File: config.mk
export PLATFORM = sky130hd
export DESIGN_NAME = seq_div_16by8
export DESIGN_NICKNAME = d
export VERILOG_FILES = /design/src/rtl/seq_div_16by8.sv
export SDC_FILE = /design/constraint.sdc
export NUM_CORES = 1
export LEC_CHECK = 0
export ABC_CLOCK_PERIOD_IN_PS = 2800
export CAP_MARGIN = 40
export CORE_MARGIN = 4
export CORE_UTILIZATION = 45
export DETAILED_ROUTE_END_ITERATION = 8
export DONT_BUFFER_PORTS = 1
export HOLD_SLACK_MARGIN = 0.02
export PLACE_DENSITY = 0.7
export SLEW_MARGIN = 5
export SYNTH_ARGS = -nofsm -noshare
export SYNTH_HDL_FRONTEND = slang
export SYNTH_SLANG_ARGS = --single-unit
File: constraint.sdc
create_clock -name clk -period 2.8 [get_ports clk]
set_clock_uncertainty 0.1 [all_clocks]
set_input_delay 0.42 -clock clk [delete_from_list [all_inputs] [get_ports clk]]
set_output_delay 0.42 -clock clk [all_outputs]
set_load 0.05 [all_outputs]
File: src/rtl/seq_div_16by8.sv
// seq_div_16by8 -- sequential restoring divider, 16-bit unsigned dividend by
// 8-bit unsigned divisor, one quotient bit per clock.
//
// Used to normalise 16-bit gradient/product terms back to 8-bit pixel range
// and to round-trip check the 8x8 multiplier. One division in flight.
//
// Ports:
//   clk          single clock, all state on the rising edge
//   rst          synchronous, active-high reset (aborts any operation)
//   in_valid     dividend/divisor valid
//   in_ready     block can accept an operation (registered, IDLE only)
//   dividend     16-bit unsigned numerator
//   divisor      8-bit unsigned denominator
//   out_valid    result valid, held until taken
//   out_ready    downstream accepts result
//   quotient     16-bit unsigned quotient (holds last result)
//   remainder    8-bit unsigned remainder (holds last result)
//   div_by_zero  result came from divisor == 0
//
// Timing (accept cycle = 0): out_valid from cycle 17 for a normal divide,
// from cycle 1 for divide-by-zero. in_ready returns the cycle after the
// output handshake, so in_ready and out_valid are never high together.
module seq_div_16by8 (
  input  logic        clk,
  input  logic        rst,
  input  logic        in_valid,
  output logic        in_ready,
  input  logic [15:0] dividend,
  input  logic [7:0]  divisor,
  output logic        out_valid,
  input  logic        out_ready,
  output logic [15:0] quotient,
  output logic [7:0]  remainder,
  output logic        div_by_zero
);

  typedef enum logic [1:0] {
    IDLE = 2'd0,
    CALC = 2'd1,
    DONE = 2'd2
  } state_t;

  state_t      state_reg;
  logic [15:0] q_reg;          // dividend shifts out the top, quotient bits in at the bottom
  logic [7:0]  r_reg;          // partial remainder; its 9th bit is always 0 between steps
  logic [7:0]  divisor_reg;
  logic [3:0]  count_reg;
  logic        in_ready_reg;
  logic        out_valid_reg;
  logic [15:0] quotient_reg;
  logic [7:0]  remainder_reg;
  logic        div_by_zero_reg;

  // One restoring step. The trial value can reach 2*divisor-1 (up to 509),
  // so the compare is done in 9 bits. When it fits, the difference is below
  // the divisor and therefore fits in 8 bits, so only the low byte of the
  // subtraction is needed.
  logic [8:0]  trial;
  logic        fits;
  logic [7:0]  diff;
  logic [7:0]  r_next;
  logic [15:0] q_next;

  always_comb begin
    trial  = {r_reg, q_reg[15]};
    fits   = (trial >= {1'b0, divisor_reg});
    diff   = trial[7:0] - divisor_reg;
    r_next = fits ? diff : trial[7:0];
    q_next = {q_reg[14:0], fits};
  end

  always_ff @(posedge clk) begin
    if (rst) begin
      state_reg       <= IDLE;
      q_reg           <= 16'd0;
      r_reg           <= 8'd0;
      divisor_reg     <= 8'd0;
      count_reg       <= 4'd0;
      in_ready_reg    <= 1'b1;
      out_valid_reg   <= 1'b0;
      quotient_reg    <= 16'd0;
      remainder_reg   <= 8'd0;
      div_by_zero_reg <= 1'b0;
    end else begin
      case (state_reg)
        IDLE: begin
          if (in_valid && in_ready_reg) begin
            divisor_reg  <= divisor;
            q_reg        <= dividend;
            r_reg        <= 8'd0;
            count_reg    <= 4'd0;
            in_ready_reg <= 1'b0;
            if (divisor == 8'd0) begin
              // Skip the iterations entirely: saturated quotient, the low
              // byte of the dividend as remainder.
              quotient_reg    <= 16'hFFFF;
              remainder_reg   <= dividend[7:0];
              div_by_zero_reg <= 1'b1;
              out_valid_reg   <= 1'b1;
              state_reg       <= DONE;
            end else begin
              state_reg <= CALC;
            end
          end
        end

        CALC: begin
          q_reg     <= q_next;
          r_reg     <= r_next;
          count_reg <= count_reg + 4'd1;
          if (count_reg == 4'd15) begin
            // Publish the result from the final step's combinational value so
            // out_valid rises together with the DONE state.
            quotient_reg    <= q_next;
            remainder_reg   <= r_next;
            div_by_zero_reg <= 1'b0;
            out_valid_reg   <= 1'b1;
            state_reg       <= DONE;
          end
        end

        DONE: begin
          if (out_ready) begin
            out_valid_reg <= 1'b0;
            in_ready_reg  <= 1'b1;
            state_reg     <= IDLE;
          end
        end

        default: begin
          out_valid_reg <= 1'b0;
          in_ready_reg  <= 1'b1;
          state_reg     <= IDLE;
        end
      endcase
    end
  end

  assign in_ready    = in_ready_reg;
  assign out_valid   = out_valid_reg;
  assign quotient    = quotient_reg;
  assign remainder   = remainder_reg;
  assign div_by_zero = div_by_zero_reg;

endmodule

Word level (Yosys, flattened, before mapping)
Cells that the tools add are included.
- bits in registers: 65
- logic and storage cells: 61
- input bits: 28
- order comparisons: 1
- bitwise logic cells: 1
- equal/unequal tests: 7
- multiplexer cells: 30
- add/sub/neg operators: 2
- reduce and logical (&&, ||, !) cells: 10
- operator list (kind ; number):
    $mux 16 ; 4
    $pmux 16 s2 ; 2
    $mux 8 ; 5
    $pmux 8 s2 ; 2
    $ge 9x8->1 ; 1
    $logic_not 8->1 ; 1
    $mux 2 ; 4
    $ne 2x2->1 const B ; 4
    $pmux 4 s2 ; 1
    $reduce_and 4->1 ; 2
    $sub 8x8->8 ; 1
    $mux 1 ; 7
    $pmux 1 s3 ; 2
    $pmux 2 s3 ; 1
    $reduce_and 3->1 ; 2
    $add 4x1->4 const B ; 1
    $eq 4x4->1 const B ; 1
    $mux 4 ; 1
    $reduce_and 2->1 ; 2
    $eq 2x1->1 const B ; 1
    $eq 2x2->1 const B ; 1
    $logic_not 2->1 ; 1
    $pmux 1 s2 ; 1
    $reduce_bool 2->1 ; 1
    other kinds (2) ; 2

Longest topological paths before layout
- depth after elaboration: 4
- depth in mapped cells: 10

Worst setup path after synthesis
OpenSTA, ideal clock, no wires.
- path kind: register to register
- start: register r_reg[6]
- end: register remainder_reg[0], in the netlist remainder[0]
- setup slack: 675 ps
- cell stages (with the launch flop): 9
- required time: 2614 ps
- buffers on the path: 1
- arrival time: 1939 ps
- cell sequence: dfxtp_1 ha_1 a21oi_1 o21a_1 nand3_1 a41o_1 buf_6 mux2_4 a221oi_2
- longest elaborated chain between the ends: 4
- ends and longest elaborated chain (item ; RTL line ; text):
    from (decl) ; 45 ; logic [7:0] r_reg;
    from (signal assigned) ; 109 ; r_reg <= r_next;
    $ge 9x8->1 ; 66 ; fits = (trial >= {1'b0, divisor_reg});
    $mux 8 ; 68 ; r_next = fits ? diff : trial[7:0];
    $mux 8 ; 111 ; if (count_reg == 4'd15) begin
    $pmux 8 s2 ; 85 ; case (state_reg)
    to (signal assigned) ; 97 ; remainder_reg <= dividend[7:0];
    to (signal assigned) ; 115 ; remainder_reg <= r_next;
    to (decl) ; 51 ; logic [7:0] remainder_reg;
No other way between the ends. The select of a mux whose other input is x is not followed.
A chain may end at the register's enable or synchronous reset.

Final worst setup path
- start: register divisor_reg[2]
- end: register remainder_reg[0], in the netlist remainder[0]
- longest elaborated chain between the ends: 4
- ends and longest elaborated chain (item ; RTL line ; text):
    from (decl) ; 46 ; logic [7:0] divisor_reg;
    from (signal assigned) ; 88 ; divisor_reg <= divisor;
    $ge 9x8->1 ; 66 ;
    $mux 8 ; 68 ;
    $mux 8 ; 111 ;
    $pmux 8 s2 ; 85 ;
No other way between the ends. The select of a mux whose other input is x is not followed.

==> summary.txt <==
count of unique library cells instantiated by Yosys: 49
cells traversed along the worst timing path: inv_1, ha_1, nand3_1, o21bai_1, nand3_1, a41o_1, mux2_4, a221oi_2
total global routing overflow: 0
total number of yosys warnings: 0
detailed-routing iteration count for the pre-antenna-repair pass: 6
leading cell type in the layout, fill and taps excluded: sky130_fd_sc_hd__nand2_1
relative slew slack: 49.77%
worst hold start: rst
total standard cell area after synthesis: 3059 um2
final count of pins violating max slew: 0
category of the worst setup path launch point: flip-flop
worst supply voltage drop on vdd: 0.4620 mV
clock root buffer: sky130_fd_sc_hd__clkbuf_8
number of antenna violations at the first check in global routing: 0
Post-Layout Inst Area: 3296 um2
Worst EP required: 2.96 ns
Pwr Total: 2254 uW
Hold EP: q_reg[6]
buffering stage count on the worst path with inverters included: 1
most congested layer reported by global routing: met2
status: completed
# setup viols final: 0
pin slew with the least headroom to its limit: 0.7466 ns
Total Neg Setup Slack: 0 ns
share of layout cells above drive strength 1: 9.392%
count of nets left with antenna violations after detail routing: 0
portion of total power attributed to sequential cells: 44.9%
final critical delay including setup and external delays: 2.410 ns
logic gate share of total power: 22.0%
final net count: 396
die area: 8181 um2
Area Growth Syn to Fin: 7.730%
Seq cells post-synth: 65
crit-path most repeated cell: sky130_fd_sc_hd__nand3_1
cells resized by post-CTS repair: 0
most frequent cells in the layout: sky130_fd_sc_hd__nand2_1 (67), sky130_fd_sc_hd__dfxtp_1 (65), sky130_fd_sc_hd__nor2_1 (50), sky130_fd_sc_hd__a21oi_1 (19), sky130_fd_sc_hd__a211oi_1 (17)
mean routed wirelength per cell: 16.27 um
Clock Latency Late Sink: 0.34 ns
data arrival time of the worst path: 2.57 ns
maximum number of pins on one net before global-route repair: 61
number of placement rows: 29
GP Congestion: 0.8841
longest individual stage delay on the worst path: 0.46 ns
clock tree from TritonCTS: yes
CTS buffer count: 9
internal portion of total power: 1583 uW
sequential element share of the synthesized area: 42.54%
number of stages on the worst hold path: 1
post-detailed-placement cell area: 3112 um2
cell leakage power: 0.001195 uW
total power per unit cell area: 683.9 nW/um2
final clock period utilization by the worst path: 86.06%
Post-synth top flop: sky130_fd_sc_hd__dfxtp_1
synthesized area divided by synthesized cell count: 8.451 um2
clock-pin transition on the worst setup and hold timing paths: 0.07 ns
detailed-route wire length: 7141 um
Sink Count: 65
Worst Setup End Kind: flip-flop
wire length of the first global-routing pass: 11810 um
met3 Usage GRT: 9.250%
post-CTS repair timing setup buffer count: 0
die span in x: 90.45 um
Hold Vio Cnt, Final: 0
Starting Density: 47.37%
via-per-instance ratio: 5.629
met2 global-route usage: 27.01%
total inserted antenna cells: 0
number of enable-type register cells in the synthesized netlist: 0
HPWL after detailed placement: 5075 um
FMAX: 415.0 MHz
Post-CTS Hold Buffers: 0
RSZ-0062 raised after global routing: false
Floorplan Core Area: 6459 um2
Post-Syn Nets: 400
Port Buffers: 0
I/O Pins: 55
worst hold slack after final layout: 0.05278 ns
type of the most critical hold path: in2reg
Net Sw Power: 671.0 uW
worst setup path category: reg2reg
residual DRC count: 0
fin util: 51.03%
worst flop-to-flop path endpoint: remainder[0]
GR Util met1: 22.98%
overall via count from detail_route: 2471
aggregate global-route resource usage: 18.01%
max cap viols: 0
switching portion of total power: 29.77%
Mapped Cells: 362
slowest library cell on the worst path: sky130_fd_sc_hd__a41o_1
post-synthesis async set-or-reset flop share: 0%
clock power share: 33.2%
# H-tree levels: 3
Critical Path Fanout Max: 8
worst-case reg-to-reg path depth: 8
Clock Tree Buf Depth: 2
vias in the first global route: 2324
R2R Path Start: divisor_reg[2]
family of cells with the greatest summed delay on the critical path: compound AO/OA/AOI/OAI gates
Starting DRT DRC Count: 150
setup slack of the most critical reg-to-reg path: 0.39 ns
die height: 90.45 um
-- final cells by class --
cell class                 instances  area [um2]
tap                               77       96.34
fill                             599        3163
sequential                        65        1301
timing repair buffer               7       52.55
clock inverter                     6       60.06
clock buffer                       9       123.9
multi-input combinational        266        1628
inverter                           9       33.78
-- cells by family after synthesis --
group / share of synthesized area, %
compound gates: 20.86
xor+xnor: 1.432
fa+ha+maj: 4.335
buf+inv: 4.499
flops: 42.54
mux: 3.149
simple gates: 23.19
-- how the worst max path moves through the flow --
stage / to / startpoint / depth (start not counted)
2_1_floorplan: remainder[0] / r_reg[6] / 8
3_3_place_gp: remainder[0] / divisor_reg[2] / 8
3_5_place_dp: remainder[0] / divisor_reg[2] / 8
4_1_cts: remainder[0] / divisor_reg[2] / 8
5_1_grt: remainder[0] / divisor_reg[3] / 8
6_report: remainder[0] / divisor_reg[2] / 8
-- synth_stat cells (5+ instances only) --
cell type / count / share of area [%]
sky130_fd_sc_hd__nand2_1: 67 / 8.2
sky130_fd_sc_hd__dfxtp_1: 65 / 43
sky130_fd_sc_hd__nor2_1: 50 / 6.1
sky130_fd_sc_hd__a21oi_1: 19 / 3.1
sky130_fd_sc_hd__a211oi_1: 17 / 4.2
sky130_fd_sc_hd__o21ai_0: 15 / 2.5
sky130_fd_sc_hd__a311oi_1: 13 / 3.7
sky130_fd_sc_hd__clkbuf_1: 13 / 1.6
sky130_fd_sc_hd__ha_1: 9 / 3.7
sky130_fd_sc_hd__inv_1: 9 / 1.1
sky130_fd_sc_hd__mux2i_1: 7 / 2.3
sky130_fd_sc_hd__a21o_1: 5 / 1.2
sky130_fd_sc_hd__a221oi_1: 5 / 1.4
sky130_fd_sc_hd__buf_2: 5 / 0.82
sky130_fd_sc_hd__nand3_1: 5 / 0.82
-- per-layer routing --
| metal | vias up | part of all wire [%] |
|---|---|---|
| met2 | 69 | 45 |
| li1 | 1276 | - |
| met5 | - | 0 |
| met1 | 1118 | 45 |
| met4 | 0 | 0.80 |
| met3 | 8 | 9.2 |
-- power groups by stage --
stage	clock network [uW]	logic (uW)	registers (uW)
floorplan	0	428	1030
global placement	0	482	1030
detailed placement	0	490	1030
CTS	771	494	1010
global route	810	553	1020
finish	747	495	1010
-- worst register-to-register path: stages, from the launching register on --
cell,delay (ns)
sky130_fd_sc_hd__dfxtp_1,0.32
sky130_fd_sc_hd__inv_1,0.04
sky130_fd_sc_hd__ha_1,0.36
sky130_fd_sc_hd__nand3_1,0.15
sky130_fd_sc_hd__o21bai_1,0.21
sky130_fd_sc_hd__nand3_1,0.12
sky130_fd_sc_hd__a41o_1,0.46
sky130_fd_sc_hd__mux2_4,0.35
sky130_fd_sc_hd__a221oi_2,0.22
-- stage by stage --
stage	worst slack, ns	instances
2_1_floorplan	0.6747	362
3_3_place_gp	0.4916	424
4_1_cts	0.3948	439
6_report	0.3902	439
5_1_grt	0.2555	439
3_5_place_dp	0.4162	424
(Power assumes the default switching activity.)
